--- src/rtl/top_9x1_arbiter.sv ---
// top_9x1_arbiter: nine per-channel byte FIFOs merged into one registered
// output through a round-robin arbiter. Build option: define
// TOP_9X1_FREEZE_EN to drive the freeze_clk requests; when it is undefined
// freeze_clk is tied to zero.
//
// Handshake: valid means o_data holds an unconsumed word; a word is consumed
// on a rising edge where valid=1 and ren=1. The output register is refilled
// on that same edge when any FIFO has data, so there is no bubble.
module top_9x1_arbiter #(
  parameter int DEPTH = 4
) (
  input  logic        clk_i,
  input  logic        reset_n,
  input  logic [8:0]  wen,
  input  logic [7:0]  i_data0,
  input  logic [7:0]  i_data1,
  input  logic [7:0]  i_data2,
  input  logic [7:0]  i_data3,
  input  logic [7:0]  i_data4,
  input  logic [7:0]  i_data5,
  input  logic [7:0]  i_data6,
  input  logic [7:0]  i_data7,
  input  logic [7:0]  i_data8,
  input  logic        ren,
  output logic        valid,
  output logic [7:0]  o_data,
  output logic [12:0] freeze_clk
);

  localparam int PW = $clog2(DEPTH);
  localparam int CW = PW + 1;

  logic [7:0] w_din [9];
  logic [7:0] w_head [9];
  logic [8:0] w_nonempty;
  logic [8:0] w_full;
  logic [8:0] w_push;
  logic [8:0] w_pop;
  logic       w_any;
  logic [3:0] w_sel;
  logic [4:0] w_idx;
  logic       w_load;

  logic       r_valid;
  logic [7:0] r_data;
  logic [3:0] r_last;

  assign w_din[0] = i_data0;
  assign w_din[1] = i_data1;
  assign w_din[2] = i_data2;
  assign w_din[3] = i_data3;
  assign w_din[4] = i_data4;
  assign w_din[5] = i_data5;
  assign w_din[6] = i_data6;
  assign w_din[7] = i_data7;
  assign w_din[8] = i_data8;

  for (genvar g = 0; g < 9; g++) begin : g_fifo
    logic [7:0]    r_mem [DEPTH];
    logic [PW-1:0] r_wptr;
    logic [PW-1:0] r_rptr;
    logic [CW-1:0] r_count;

    // Storage array: written at the write pointer on an accepted push.
    always_ff @(posedge clk_i) begin
      if (w_push[g]) r_mem[r_wptr] <= w_din[g];
    end

    // Pointers wrap naturally at DEPTH (power of two); count tracks occupancy.
    always_ff @(posedge clk_i or negedge reset_n) begin
      if (!reset_n) begin
        r_wptr  <= '0;
        r_rptr  <= '0;
        r_count <= '0;
      end else begin
        if (w_push[g]) r_wptr <= r_wptr + PW'(1);
        if (w_pop[g])  r_rptr <= r_rptr + PW'(1);
        r_count <= r_count + CW'(w_push[g]) - CW'(w_pop[g]);
      end
    end

    assign w_nonempty[g] = (r_count != '0);
    assign w_full[g]     = (r_count == CW'(DEPTH));
    assign w_head[g]     = r_mem[r_rptr];
  end

  // Round-robin pick: first non-empty channel after the last grant, mod 9.
  always_comb begin
    w_any = 1'b0;
    w_sel = '0;
    w_idx = '0;
    for (int i = 1; i <= 9; i++) begin
      w_idx = {1'b0, r_last} + 5'(i);
      if (w_idx >= 5'd9) w_idx = w_idx - 5'd9;
      if (!w_any && w_nonempty[w_idx[3:0]]) begin
        w_any = 1'b1;
        w_sel = w_idx[3:0];
      end
    end
  end

  assign w_load = (!r_valid || ren) && w_any;
  assign w_pop  = w_load ? (9'b1 << w_sel) : 9'b0;
  // A full FIFO still accepts a push when it is popped on the same edge.
  assign w_push = wen & (~w_full | w_pop);

  // Output stage: load on free/accepted slot, otherwise clear or hold.
  always_ff @(posedge clk_i or negedge reset_n) begin
    if (!reset_n) begin
      r_valid <= 1'b0;
      r_data  <= 8'h00;
      r_last  <= 4'd8;
    end else if (w_load) begin
      r_valid <= 1'b1;
      r_data  <= w_head[w_sel];
      r_last  <= w_sel;
    end else if (r_valid && ren) begin
      r_valid <= 1'b0;
    end
  end

  assign valid  = r_valid;
  assign o_data = r_data;

`ifdef TOP_9X1_FREEZE_EN
  assign freeze_clk = {r_valid & ~ren, 3'b000, w_full};
`else
  assign freeze_clk = 13'h0000;
`endif

endmodule

--- config.mk ---
export PLATFORM = sky130hd
export DESIGN_NAME = top_9x1_arbiter
export DESIGN_NICKNAME = d
export VERILOG_FILES = /design/src/rtl/top_9x1_arbiter.sv
export SDC_FILE = /design/constraint.sdc
export NUM_CORES = 1
export LEC_CHECK = 0
export ABC_AREA = 1
export CAP_MARGIN = 40
export CORE_MARGIN = 1
export CORE_UTILIZATION = 60
export CTS_CLUSTER_DIAMETER = 120
export DETAILED_ROUTE_END_ITERATION = 8
export GPL_TIMING_DRIVEN = 1
export PLACE_DENSITY = 0.8
export SYNTH_ARGS = -nofsm -noshare
export SYNTH_HDL_FRONTEND = slang
export SYNTH_SLANG_ARGS = --single-unit
--- constraint.sdc ---
create_clock -name clk_i -period 5.1 [get_ports clk_i]
set_input_delay 1.275 -clock clk_i [delete_from_list [all_inputs] [get_ports clk_i]]
set_output_delay 1.275 -clock clk_i [all_outputs]
set_load 0.05 [all_outputs]
==> results.py <==
metrics = {
    "clock_network": {
        "root_buffer": "clkbuf_16",
        "cts_hold_buf": 0,
        "cts_buffers": 38,
        "clock_path_buffers": 3,
        "cts.clk_slew.worst_paths_ns": 0.06,
        "cts.sinks": 364,
        "htreeDepth": 2,
        "insertion_delay_ns": 0.55,
        "cts_tree": "yes",
    },
    "synthesis": {
        "synth_edf_count": 288,
        "ys_ff_latch": 364,
        "synth_seq_area_share": 0.574,
        "synth_ff_type": "edfxtp_1",
        "yosysUniqueCellTypes": 48,
        "synthDominantCellAreaShare": 0.470,
        "netlist_area_sq_mm": 0.0184,
        "syn_avg_cell_area_sq_um": 10.0,
        "yosysMostFrequentCell": "nand2_1",
        "yosysWarnings": 0,
        "synth_common_cells": "nand2_1, edfxtp_1, nor2_1",
        "ys_async_sr_fraction": 0.209,
        "synth_top_area_cell": "edfxtp_1",
        "syn_inst": 1833,
        "yosys-top-cells-area": "edfxtp_1, dfrtp_1, nand2_1",
    },
    "critical_path": {
        "worstPathArrival_ns": 5.28,
        "worst_path_largest_cell_delay_ns": 0.69,
        "reg2reg_slack_ns": 0.29,
        "cp.required_ns": 5.57,
        "path_class": "reg2reg",
        "r2r-start": "r_last[3]",
        "startpoint": "r_last[3]",
        "start_kind": "flop",
        "slowest_stage": "dfstp_2",
        "cp-end-kind": "flop",
        "crit_path_end": "g_fifo[1].r_count[2]",
        "crit_path_cell_trace": "inv_6 -> ha_1 -> nand2_1 -> nand3_1 -> nand2_1 -> nand2_2 -> o211ai_1 -> nand3_1 -> nand3_1 -> nand2_1 -> inv_1 -> nand4_1 -> nor2_1 -> nand4_1 -> nand4_4 -> nor2_4 -> nand3_2 -> inv_1 -> ha_1 -> inv_1 -> ha_1 -> fa_1 -> xnor2_1 -> xor2_1",
        "path_max_fanout": 10,
        "worstReg2RegEnd": "g_fifo[1].r_count[2]",
        "reg2reg_depth": 24,
    },
    "place": {
        "dp_slack_ns": 0.176,
        "dp_hpwl_mm": 31.1,
        "dpl_cell_area_sq_mm": 0.0200,
        "portBuffers": 92,
        "gp_congestion": 1.02,
    },
    "floorplan": {
        "die_w_microns": 177,
        "die_area_sq_mm": 0.0314,
        "row_count": 63,
        "core_region_area_sq_mm": 0.0299,
        "ios": 106,
        "start_util": 0.616,
        "die_h_microns": 177,
    },
    "run": {
        "cap_violations": 0,
    },
    "routing": {
        "first_iter_violations": 1424,
        "drt-total-wl_mm": 44.2,
        "ant_nets": 0,
        "dr.pass1.iters": 6,
        "drc_errors": 0,
        "via_per_inst": 5.75,
        "num_vias": 13800,
        "wl_per_cell_microns": 18.4,
    },
    "finish": {
        "register_area_sq_mm": 0.0106,
        "fill_cells": 2087,
        "nets": 2150,
        "syn_to_final_growth_pct": 15.5,
        "multi_input_area_sq_mm": 0.00680,
        "drive_gt1_frac": 0.113,
        "post-route-cell-area_sq_mm": 0.0213,
        "antenna_cells": 0,
    },
    "sta": {
        "max_freq_mhz": 208,
        "drv_slew": 0,
        "final.min_clock_period_ns": 4.81,
        "hold_violations": 0,
        "skew_ns": 0.0218,
        "worst_pin_slew_ns": 0.789,
        "whs_ns": 0.507,
        "post-route-period-util": 0.943,
        "setup_slack_ns": 0.292,
        "setup_viol": 0,
        "slew_headroom": 0.474,
    },
    "grt": {
        "grtUsageTotal": 0.290,
        "grt_max_degree": 53,
        "overflow": 0,
        "grt_pass1_vias": 13400,
        "grt_pass1_wl_mm": 69.7,
        "antenna_found_initial": 0,
    },
    "worst_hold_path": {
        "hold_class": "reg2reg",
    },
    "outcome": {
        "outcome": "finished clean",
    },
}
## cell usage in the layout (no fill, tap or decap), types with 54 or more instances in the layout
cell type,synthesis,routed
nand2_1,338,335
edfxtp_1,288,288
nor2_1,210,209
inv_1,182,181
o21ai_0,137,136
nand3_1,111,111
clkdlybuf4s50_1,0,91
buf_4,20,75
dfrtp_1,75,74
ha_1,74,71
o22ai_1,54,54
## cell families after synthesis
kind of cell	Yosys count	synth area share
and+or+nand+nor	761	0.186
buffers and inverters	276	0.0628
DFF	364	0.574
other	1	0.000204
adders and majority gates	83	0.0601
xor gates and xnor gates	48	0.0237
AOI/OAI and AO/OA	300	0.0934
## timing repair
item | in CTS | in global routing
buffers inserted | 0 | 7
resized for setup | 0 | 20
endpoints found under the setup margin | 0 | 17
## layout make-up
cell class	count	area share
inverters	208	0.0372
multi-input cells	1205	0.320
clock inverters	19	0.00659
repair buffers	166	0.0693
clock buffers	51	0.0475
well taps	390	0.0230
flip-flops and latches	364	0.496
## stage by stage
| step | setup TNS [ns] | cells | util |
|---|---|---|---|
| detailed placement | 0 | 2326 | 0.669 |
| finish | 0 | 2403 | 0.712 |
| global route | -0.00528 | 2403 | 0.712 |
| CTS | 0 | 2396 | 0.707 |
| floorplan | 0 | 1845 | - |
| global placement | 0 | 2326 | 0.669 |
## worst min path at each step
stage	endpoint	cells after the start	startpoint	slack, ns
detailed placement	g_fifo[1].r_count[2]	1	g_fifo[1].r_count[1]	0.48
finish	g_fifo[1].r_count[2]	1	g_fifo[1].r_count[1]	0.51
global placement	g_fifo[1].r_count[2]	1	g_fifo[1].r_count[1]	0.49
CTS	g_fifo[1].r_count[2]	1	g_fifo[1].r_count[1]	0.50
global route	g_fifo[1].r_count[2]	1	g_fifo[1].r_count[1]	0.53
floorplan	g_fifo[1].r_count[2]	1	g_fifo[1].r_count[1]	0.46
## sequential cells by signal, indices dropped and copies added, names as in the netlist
signal and cells:
g_fifo.r_rptr 18, o_data 8, g_fifo.r_count 27, g_fifo.r_mem 288, g_fifo.r_wptr 18, r_last 4
valid 1
## critical path: cells and delay by family (launching register included)
family                     cells  cell delay [ns]
AOI/OAI and AO/OA              1             0.22
xor gates and xnor gates       2             0.35
adders and majority gates      4             1.17
buffers and inverters          4             0.42
DFF                            1             0.69
and+or+nand+nor               13             1.89
## layer usage
metal | vias up | part of all wire | track usage
li1 | 6517 | - | -
met1 | 6563 | 0.39 | 0.369
met2 | 608 | 0.50 | 0.496
met3 | 127 | 0.079 | 0.0481
met4 | 0 | 0.038 | 0.114
met5 | - | 0 | 0
Power is left out: the tool's default activity adds up to more than one toggle a clock period on the data nets, which glitch-free logic cannot reach.
